<file path="config.mk">
export PLATFORM = sky130hd
export DESIGN_NAME = mul_result_writer
export DESIGN_NICKNAME = d
export VERILOG_FILES = /design/src/rtl/mul_result_writer.sv
export SDC_FILE = /design/constraint.sdc
export NUM_CORES = 1
export LEC_CHECK = 0
export BUFFER_PORTS_ARGS = -buffer_cell sky130_fd_sc_hd__buf_2
export CAP_MARGIN = 15
export CORE_ASPECT_RATIO = 0.9
export CORE_MARGIN = 3
export CORE_UTILIZATION = 54
export CTS_CLUSTER_DIAMETER = 30
export DETAILED_ROUTE_END_ITERATION = 8
export PLACE_DENSITY_LB_ADDON = 0.3
export SLEW_MARGIN = 0
export SYNTH_ARGS = -nofsm -noshare
export SYNTH_HDL_FRONTEND = slang
export SYNTH_SLANG_ARGS = --single-unit
</file>
<file path="constraint.sdc">
create_clock -name clk_i -period 7.9 [get_ports clk_i]
set_clock_uncertainty 0.1 [all_clocks]
set_input_delay 1.58 -clock clk_i [delete_from_list [all_inputs] [get_ports clk_i]]
set_output_delay 1.58 -clock clk_i [all_outputs]
set_load 0.01 [all_outputs]
</file>
<file path="src/rtl/mul_result_writer.sv">
// Writeback stage behind the SIMD multiplier: buffers results and issues one VRF word write per result.
// Optional grant-stall counter is enabled with `define MUL_RESULT_WRITER_STALL_CNT_EN.
module mul_result_writer #(
    parameter int Depth        = 2,
    parameter int DataWidth    = 64,
    parameter int StrbWidth    = DataWidth / 8,
    parameter int AddrWidth    = 10,
    parameter int VlBytesWidth = 16
) (
    input  logic                    clk_i,
    input  logic                    rst_i,
    input  logic                    instr_valid_i,
    output logic                    instr_ready_o,
    input  logic [VlBytesWidth-1:0] instr_vl_bytes_i,
    input  logic [AddrWidth-1:0]    instr_addr_i,
    input  logic [DataWidth-1:0]    result_i,
    input  logic [StrbWidth-1:0]    mask_i,
    input  logic                    valid_i,
    output logic                    ready_o,
    output logic                    wr_req_o,
    input  logic                    wr_gnt_i,
    output logic [AddrWidth-1:0]    wr_addr_o,
    output logic [DataWidth-1:0]    wr_data_o,
    output logic [StrbWidth-1:0]    wr_be_o,
    output logic                    done_o,
    output logic [31:0]             stall_cnt_o
);

    localparam int PtrWidth = (Depth > 1) ? $clog2(Depth) : 1;
    localparam int CntWidth = PtrWidth + 1;
    localparam int ShiftW   = (StrbWidth > 1) ? $clog2(StrbWidth) : 1;
    localparam logic [VlBytesWidth-1:0] StrbBytes = VlBytesWidth'(StrbWidth);
    localparam logic [CntWidth-1:0]     FullCount = CntWidth'(Depth);

    localparam logic [1:0] IDLE   = 2'd0;
    localparam logic [1:0] ACTIVE = 2'd1;
    localparam logic [1:0] DONE   = 2'd2;

    logic [1:0]              state;
    logic [1:0]              state_next;
    logic [AddrWidth-1:0]    addr;
    logic [VlBytesWidth-1:0] remaining;
    logic [VlBytesWidth-1:0] total_words;
    logic [VlBytesWidth-1:0] accepted_words;
    logic [VlBytesWidth-1:0] vl_words;
    logic [VlBytesWidth-1:0] retire_bytes;

    logic [DataWidth-1:0]    fifo_data [Depth];
    logic [StrbWidth-1:0]    fifo_mask [Depth];
    logic [PtrWidth-1:0]     wr_ptr;
    logic [PtrWidth-1:0]     rd_ptr;
    logic [CntWidth-1:0]     count;

    logic                    fifo_full;
    logic                    fifo_empty;
    logic                    push;
    logic                    pop;
    logic                    instr_accept;
    logic                    last_word;
    logic [StrbWidth-1:0]    tail_mask;

    assign fifo_full    = (count == FullCount);
    assign fifo_empty   = (count == '0);
    assign instr_ready_o = (state == IDLE);
    assign instr_accept = instr_valid_i & instr_ready_o;

    // Valid/ready: a beat moves when both are high at a rising edge; ready_o never looks at valid_i.
    assign ready_o = (state == ACTIVE) & ~fifo_full & (accepted_words < total_words);
    assign push    = valid_i & ready_o;
    assign wr_req_o = (state == ACTIVE) & ~fifo_empty;
    assign pop     = wr_req_o & wr_gnt_i;
    assign done_o  = (state == DONE);

    // Words needed to cover the lane's bytes, rounded up to whole words.
    assign vl_words = (instr_vl_bytes_i >> ShiftW)
                    + VlBytesWidth'(|instr_vl_bytes_i[ShiftW-1:0]);

    assign last_word    = (remaining <= StrbBytes);
    assign retire_bytes = last_word ? remaining : StrbBytes;

    always_comb begin
        tail_mask = '0;
        for (int i = 0; i < StrbWidth; i++) begin
            tail_mask[i] = (remaining > VlBytesWidth'(i));
        end
    end

    always_comb begin
        wr_addr_o = '0;
        wr_data_o = '0;
        wr_be_o   = '0;
        if (wr_req_o) begin
            wr_addr_o = addr;
            wr_data_o = fifo_data[rd_ptr];
            wr_be_o   = fifo_mask[rd_ptr] & tail_mask;
        end
    end

    always_comb begin
        state_next = state;
        case (state)
            IDLE: begin
                if (instr_accept) begin
                    state_next = (instr_vl_bytes_i == '0) ? DONE : ACTIVE;
                end
            end
            ACTIVE: begin
                if (pop && last_word) begin
                    state_next = DONE;
                end
            end
            DONE:    state_next = IDLE;
            default: state_next = IDLE;
        endcase
    end

    always_ff @(posedge clk_i) begin
        if (rst_i) begin
            state          <= IDLE;
            addr           <= '0;
            remaining      <= '0;
            total_words    <= '0;
            accepted_words <= '0;
        end else begin
            state <= state_next;
            if (instr_accept) begin
                addr           <= instr_addr_i;
                remaining      <= instr_vl_bytes_i;
                total_words    <= vl_words;
                accepted_words <= '0;
            end else begin
                if (push) begin
                    accepted_words <= accepted_words + VlBytesWidth'(1);
                end
                if (pop) begin
                    addr      <= addr + AddrWidth'(1);
                    remaining <= remaining - retire_bytes;
                end
            end
        end
    end

    // Storage needs no reset: the payload is gated off whenever the FIFO is empty.
    always_ff @(posedge clk_i) begin
        if (push) begin
            fifo_data[wr_ptr] <= result_i;
            fifo_mask[wr_ptr] <= mask_i;
        end
    end

    always_ff @(posedge clk_i) begin
        if (rst_i) begin
            wr_ptr <= '0;
            rd_ptr <= '0;
            count  <= '0;
        end else begin
            if (push) begin
                wr_ptr <= wr_ptr + PtrWidth'(1);
            end
            if (pop) begin
                rd_ptr <= rd_ptr + PtrWidth'(1);
            end
            case ({push, pop})
                2'b10:   count <= count + CntWidth'(1);
                2'b01:   count <= count - CntWidth'(1);
                default: count <= count;
            endcase
        end
    end

`ifdef MUL_RESULT_WRITER_STALL_CNT_EN
    logic [31:0] stall_cnt;

    always_ff @(posedge clk_i) begin
        if (rst_i) begin
            stall_cnt <= '0;
        end else if (instr_accept) begin
            stall_cnt <= '0;
        end else if (wr_req_o && !wr_gnt_i && (stall_cnt != 32'hFFFF_FFFF)) begin
            stall_cnt <= stall_cnt + 32'd1;
        end
    end

    assign stall_cnt_o = stall_cnt;
`else
    assign stall_cnt_o = '0;
`endif

endmodule

</file>
* Yosys cells after proc, flatten, opt, wreduce, memory -nomap -nowiden
Memory sizes are Yosys's and may differ from the RTL's. A register that Yosys moved wholly into a read port is not among the register bits. Cells that the tools add are included.
Word-level totals: memories 2, output and inout bits 118, flip-flop bits (word level) 64, RAM bits 144, input port bits 103
Operators by class: $lt $le $gt $ge 10, add/subtract/negate cells 8, muxes and demuxes 19, equal/unequal tests 7, reductions and logical operators 9, bitwise operators 9
Memory list:
- fifo_data | words 2, bits a word 64, rd ports 1, clocked after memory_dff 1, write ports 1, line 48 | logic [DataWidth-1:0] fifo_data [Depth];
- fifo_mask | words 2, bits a word 8, rd ports 1, clocked after memory_dff 1, write ports 1, line 49 | logic [StrbWidth-1:0] fifo_mask [Depth];
Operators by type and width (number):
- $gt 16x3->1 const B | 4
- $mux 64 | 1
- $mux 16 | 3
- $gt 16x1->1 const B | 2
- $gt 16x2->1 const B | 2
- $mux 10 | 3
- $add 16x1->16 const B | 1
- $le 16x4->1 const B | 1
- $logic_not 16->1 | 1
- $lt 16x16->1 | 1
- $sub 16x16->16 | 1
- $add 13x1->14 | 1
- $add 10x1->10 const B | 1
- $and 8x8->8 | 1
- $mux 8 | 1
- $pmux 2 s2 | 2
- $and 1x1->1 | 6
- $eq 2x2->1 const B | 3
- $mux 1 | 6
- $mux 2 | 3
- $eq 2x1->1 const B | 2
- $logic_not 2->1 | 2
- $ne 2x1->1 const B | 2
- $reduce_bool 2->1 | 2
- 8 further kinds | 10

* Logic depth before layout (Yosys ltp)
Gate-level depths: netlist (run 1).
depth after elaboration 7, depth in mapped cells 11, mapped depth without buffers 11

* Least setup slack after synthesis (run 1)
OpenSTA, ideal clock, no wires.
kind input port to flip-flop, from input port valid_i, to memory fifo_data[0][0] (enable), path buffers 0, arrival 5.231 ns, setup slack 2.058 ns, setup time 0.511 ns, stages on the path 3, cells stage by stage nand2_1 a21oi_1 nor2b_1
On the way: longest elaborated chain between the ends 3
RTL lines:
- start, declared | line 18 | input logic valid_i,
- $and 1x1->1 | line 69 | assign push = valid_i & ready_o;
- $mux 1 | line 145 | if (push) begin
- $mux 1 (not written as such) | line 146 | fifo_data[wr_ptr] <= result_i;
- end, declared | line 48
No other way between the ends.

* Final worst setup path (run 1)
from register state[0], to output port wr_be_o[3]
On the way: longest elaborated chain between the ends 3
RTL lines:
- start, declared | line 39 | logic [1:0] state;
- start signal, assigned | line 125 | state <= state_next;
- $eq 2x1->1 | line 70 | assign wr_req_o = (state == ACTIVE) & ~fifo_empty;
- $and 1x1->1 | line 70
- $mux 8 | line 92 | if (wr_req_o) begin
- end, declared | line 24 | output logic [StrbWidth-1:0] wr_be_o,
No other way between the ends.

==> results of run 1 <==
stage by stage:
stage	std cells	total power, mW	setup WS [ns]	cell area, µm²
2_1_floorplan	852	1.40	2.06	9600
3_3_place_gp	1205	1.46	4.13	10500
3_5_place_dp	1205	1.47	4.05	10500
4_1_cts	1275	3.17	3.46	11900
5_1_grt	1276	3.25	3.24	11900
6_report	1276	3.14	3.46	11900
cell type report:
type	count	area (µm²)
clock buffers	46	1070
inverters	25	93.8
flip-flops and latches	207	5590
clock inverters	24	300
multi-input cells	543	3520
well taps	235	294
diodes	1	2.50
fillers	1251	5200
repair buffers	195	993
how the worst max path moves through the flow:
stage                       from         endpoint  depth (start not counted)
detailed placement      state[0]       wr_be_o[3]                          5
floorplan                valid_i  fifo_data[0][0]                          3
global route            state[0]       wr_be_o[1]                          6
global placement    remaining[4]       wr_be_o[0]                          6
finish                  state[0]       wr_be_o[3]                          5
CTS                     state[0]       wr_be_o[3]                          5
registers in the layout, summed over array words and instances, names as in the netlist, 2 cells and up, named ones only:
register / count
fifo_data: 128
accepted_words: 16
fifo_mask: 16
remaining: 16
total_words: 14
addr: 10
count: 2
state: 2
synth_stat cells, types with 2 or more instances:
master,instances,area [µm²]
edfxtp_1,144,4320
nor2_1,105,394
mux2i_1,87,871
dfxtp_1,63,1260
nand2_1,55,206
clkbuf_1,37,139
buf_4,33,248
a21oi_1,30,150
inv_1,25,93.8
or3_1,23,144
a211oi_1,21,158
ha_1,19,238
nand3_1,19,95.1
nor3_1,15,75.1
and3_1,12,75.1
nand4_1,12,75.1
o21ai_0,12,60.1
xnor2_1,10,87.6
nor2b_1,7,43.8
xor2_1,7,61.3
a22oi_1,6,45.0
a31oi_1,6,37.5
a21o_1,4,30.0
and2_1,4,25.0
and4_1,4,35.0
buf_2,4,20.0
a211o_1,3,26.3
buf_1,3,11.3
nand2b_1,3,18.8
nor4_1,3,18.8
o211ai_1,3,22.5
or4_1,3,22.5
a311oi_1,2,17.5
a32oi_1,2,17.5
conb_1,2,7.51
mux2_2,2,22.5
o31ai_1,2,15.0
per-layer routing:
layer	share of wire [%]	GRT usage, %	vias up	wire [µm]
met2	48	35.1	258	10200
met3	7.2	5.76	30	1540
li1	-	-	3338	-
met1	43	28.5	3222	9160
met5	0	0	-	0
met4	1.8	6.75	0	374
logic make-up (layout without fill, tap and decap cells):
logic type,count (synthesis),count (layout)
AOI/OAI and AO/OA,110,110
buffers and inverters,102,290
xor gates and xnor gates,17,17
other,2,34
adders and majority gates,19,19
muxes,90,90
DFF,207,207
and+or+nand+nor,274,274
power by group:
group          leakage [nW]  internal, mW  total (mW)  switching [mW]
Sequential             1.82          1.20        1.23          0.0238
Combinational          2.15        0.0834       0.224           0.140
Clock                 0.665          1.16        1.69           0.529
Total                  4.64          2.45        3.14           0.693
tightest hold or removal path, delay by kind of cell, from the launching register on:
family           cells  cell delay [ns]
AO/OA/AOI/OAI        1             0.05
flip-flops           1             0.30
AND/OR/NAND/NOR      1             0.05
==> run_results.csv, run 1 <==
group,metric,value,unit
clocking,cts_resized,0,
sta,tightest_slew,1.11,ns
clocking,cts_setup_buffers,0,
sta,fmax,0.225,GHz
pwr,power_density,265,nW/µm²
clocking,tritoncts.num_buffers,38,
grt,grt_max_degree,73,
synthesis,synth_compound_area_share,7.97,%
synthesis,synthAdderAreaFrac,2.51,%
synthesis,synthCells,821,
route,drt_iter0_drc,439,
worst_hold_path,hold_path.startpoint,"total_words[0]",
synthesis,syn_area_per_cell,11.5,µm²
worst_setup_path,crit_arrival,2.76,ns
route,drc,0,
run,max_cap_violations,0,
sta,final-max-slew-violation-count,0,
sta,fin_setup_tns,0,ns
worst_setup_path,slowest_delay,0.54,ns
worst_setup_path,cp_max_fo,60,
synthesis,ys_warn_count,0,
sta,hold_viol,0,
grt,antenna_found_initial,1,
pwr,power_leakage,4.64,nW
clocking,cts_buffer_depth,3,
worst_hold_path,hold_end,"total_words[0]",
synthesis,synth_edf_count,144,
clocking,htreeDepth,2,
worst_setup_path,end_kind,"output port",
route,detail_route.wl_per_cell,16.7,µm
worst_setup_path,start_kind,"flip-flop",
placed_design,dp_hpwl,14000,µm
synthesis,synth_seq_cells,207,
synthesis,synth_xor_area_share,1.57,%
grt,grt_pass1_vias,6577,
sta,setup_viol,0,
clocking,root_buffer,"clkbuf_16",
floorplan,dieArea,19200,µm²
synthesis,yosys.cell_types.count,66,
run_status,status,"complete, no violations",
worst_hold_path,hold_path_depth,2,
placed_design,io_buffers,188,
route,num_vias,6848,
worst_setup_path,reg2reg_from,"total_words[6]",
finish,final_core_util,69.5,%
synthesis,synth_top_family_by_area,"simple AND/OR/NAND/NOR gates",
finish,layout_common_cells,"buf_2, edfxtp_1, nor2_1",
route,routed_wl,21300,µm
worst_setup_path,reg2reg_to,"fifo_data[0][58]",
worst_setup_path,path_delay_family,"simple AND/OR/NAND/NOR gates",
worst_setup_path,rrSetupSlack,4.29,ns
sta,min_period_over_period,56.2,%
sta,relSlewSlack,26.2,%
grt,grt.overflow.total,0,
floorplan,io_pins,221,
floorplan,core_area,17100,µm²
worst_setup_path,r2r_cells,8,
worst_setup_path,required,6.22,ns
pwr,vdd_drop_max,0.216,mV
grt,grt_pass1_wl,33700,µm
finish,final_nets,1132,
floorplan,fp.dieW,146,µm
worst_setup_path,cpMaxStageDelayCell,"nor2b_1",
synthesis,synth_flop_cell,"edfxtp_1",
worst_setup_path,critPathKind,"reg -> out",
synthesis,synth_mux_area_share,9.58,%
clocking,path_clk_slew,0.05,ns
grt,grtUsageTotal,21.6,%
sta,finalCriticalPeriod,4.44,ns
synthesis,async_flop_share,0,%
floorplan,row_count,45,
finish,final_common_cell,"buf_2",
clocking,ctsHoldBuffers,0,
synthesis,synth_area,9480,µm²
clocking,insertion_delay,0.49,ns
synthesis,yosys.area_share.simple,14.0,%
clocking,cts_tree,"yes",
sta,whs,0.358,ns
worst_hold_path,hold_path_class,"reg -> reg",
route,firstDrtPassIters,5,
clocking,cts.sinks,207,
placed_design,gp_congestion,0.841,
synthesis,ys_seq_area_share,58.9,%
finish,drive_gt1_share,26.3,%
finish,area_growth,25.1,%
floorplan,start_util,55.6,%
worst_setup_path,critPathBufInv,2,
route,ant_nets,0,
worst_setup_path,path_cells,"nor2b_1 -> nand2_2 -> buf_4 -> nor3_1 -> buf_2",
sta,rsz0062_at_grt,"no",
route,viasPerCell,5.37,
floorplan,die_h,132,µm
(Power assumes the default switching activity.)
==> run 2: changes to the inputs <==
Settings changed: CORE_UTILIZATION 54 to 49.
Clock period 7.9 ns to 4 ns, I/O delays scaled along.
==> run 2 against run 1 <==
  * Wire length rose by 3.8%
  * Flip-flop and latch count stayed put
  * Global-route usage decreased by 1.8 points
  * Cell area grew 1.1%
==> run_results.csv, run 2 (synthesized netlist as in run 1, its figures left out) <==
group,metric,value,unit
grt,grt.overflow.total,0,
sta,hold_viol,0,
worst_setup_path,path_delay_family,"simple AND/OR/NAND/NOR gates",
finish,area_growth,26.4,%
grt,grt_max_degree,55,
worst_setup_path,critPathBufInv,1,
worst_setup_path,required,3.10,ns
grt,grtUsageTotal,19.8,%
route,routed_wl,22100,µm
pwr,power_leakage,4.67,nW
worst_setup_path,path_cells,"or4_1 -> nor4_4 -> nand2b_1 -> nor2_1 -> a211oi_1 -> buf_2",
pwr,power,6.14,mW
grt,grt_pass1_wl,33600,µm
floorplan,row_count,47,
placed_design,postPlaceCellArea,10600,µm²
placed_design,place_ws,0.819,ns
route,viasPerCell,5.34,
floorplan,start_util,50.7,%
grt,grt_pass1_vias,6396,
clocking,cts_tree,"yes",
floorplan,dieArea,21100,µm²
route,drc,0,
sta,worst_slack,0.452,ns
finish,finalInstanceArea,12000,µm²
sta,relSlewSlack,59.1,%
finish,final_common_cell,"buf_2",
worst_setup_path,slowest_delay,0.70,ns
clocking,cts_setup_buffers,0,
finish,drive_gt1_share,26.8,%
worst_setup_path,cp.depth,6,
worst_hold_path,hold_path_depth,2,
sta,finalCriticalPeriod,3.55,ns
route,ant_nets,0,
worst_setup_path,cpMaxStageDelayCell,"or4_1",
finish,final_core_util,64.1,%
clocking,path_clk_slew,0.05,ns
placed_design,io_buffers,188,
sta,setup_viol,0,
worst_setup_path,end_kind,"output port",
finish,final_cells,1299,
grt,grt_use_met2,30.5,%
route,detail_route.wl_per_cell,17.0,µm
worst_setup_path,cp_max_fo,8,
finish,top_register,"fifo_data",
floorplan,fp.dieW,153,µm
clocking,htreeDepth,2,
route,num_vias,6934,
grt,globalRouteMet3Util,4.43,%
finish,final_nets,1144,
finish,largest_reg_flops,128,
clocking,cts.sinks,207,
pwr,vdd_drop_max,0.368,mV
sta,final-max-slew-violation-count,0,
floorplan,die_h,138,µm
worst_setup_path,crit_arrival,2.65,ns
clocking,insertion_delay,0.50,ns
sta,fin_setup_tns,0,ns
sta,tightest_slew,0.613,ns
clocking,tritoncts.num_buffers,40,
sta,whs,0.355,ns
placed_design,dp.cells,1223,
finish,layout_common_cells,"buf_2, edfxtp_1, nor2_1",
worst_hold_path,hold_path_class,"reg -> reg",
clocking,cts_resized,0,
clocking,root_buffer,"clkbuf_16",
placed_design,gp_congestion,0.814,
route,drt_iter0_drc,439,
worst_setup_path,critPathKind,"reg -> out",
sta,fmax,0.282,GHz
worst_setup_path,start_kind,"flip-flop",
worst_setup_path,r2r_cells,9,
floorplan,core_area,18700,µm²
run,max_cap_violations,0,
clocking,ctsHoldBuffers,0,
floorplan,io_pins,221,
run_status,status,"complete, no violations",
placed_design,dp_hpwl,15000,µm
finish,num-fill-cells,1481,
sta,min_period_over_period,88.7,%
clocking,cts_buffer_depth,3,
sta,rsz0062_at_grt,"no",
route,firstDrtPassIters,5,
grt,antenna_found_initial,2,
grt,use_met1,28.0,%
pwr,power_density,513,nW/µm²
grt,top_usage_layer,"met2",
## run 2: final timing paths
path / start / end / slack (ns)
hold reg to reg: total_words[1] / total_words[1] / 0.36
setup reg to reg: total_words[13] / fifo_data[1][37] / 0.82
setup / recovery: remaining[4] / wr_be_o[2] / 0.45
hold / removal: total_words[1] / total_words[1] / 0.36
## run 2: worst min-delay path, cell delays in order, from the launching register on
cell and delay, ns:
dfxtp_1 0.30, nand2_1 0.05, a21oi_1 0.05
## run 2: power by group
group	switching (mW)	internal, mW	total, mW	leakage, nW
Clock	1.04	2.21	3.25	0.634
Combinational	0.285	0.179	0.464	2.21
Sequential	0.0503	2.38	2.43	1.82
## run 2: layout make-up
class	instances	area, µm²	area share (%)
Sequential cell	207	5590	46.6
Multi-Input combinational cell	543	3520	29.3
Timing Repair Buffer	205	1130	9.40
Clock buffer	49	1110	9.24
Tap cell	245	307	2.56
Clock inverter	23	239	1.99
Inverter	25	93.8	0.783
Antenna cell	2	5.00	0.0418
## run 2: routing by layer
layer / vias up / share of wire, %
met5: - / 0.10
met4: 4 / 2.2
met3: 39 / 6.8
met2: 264 / 46
met1: 3274 / 45
li1: 3353 / -
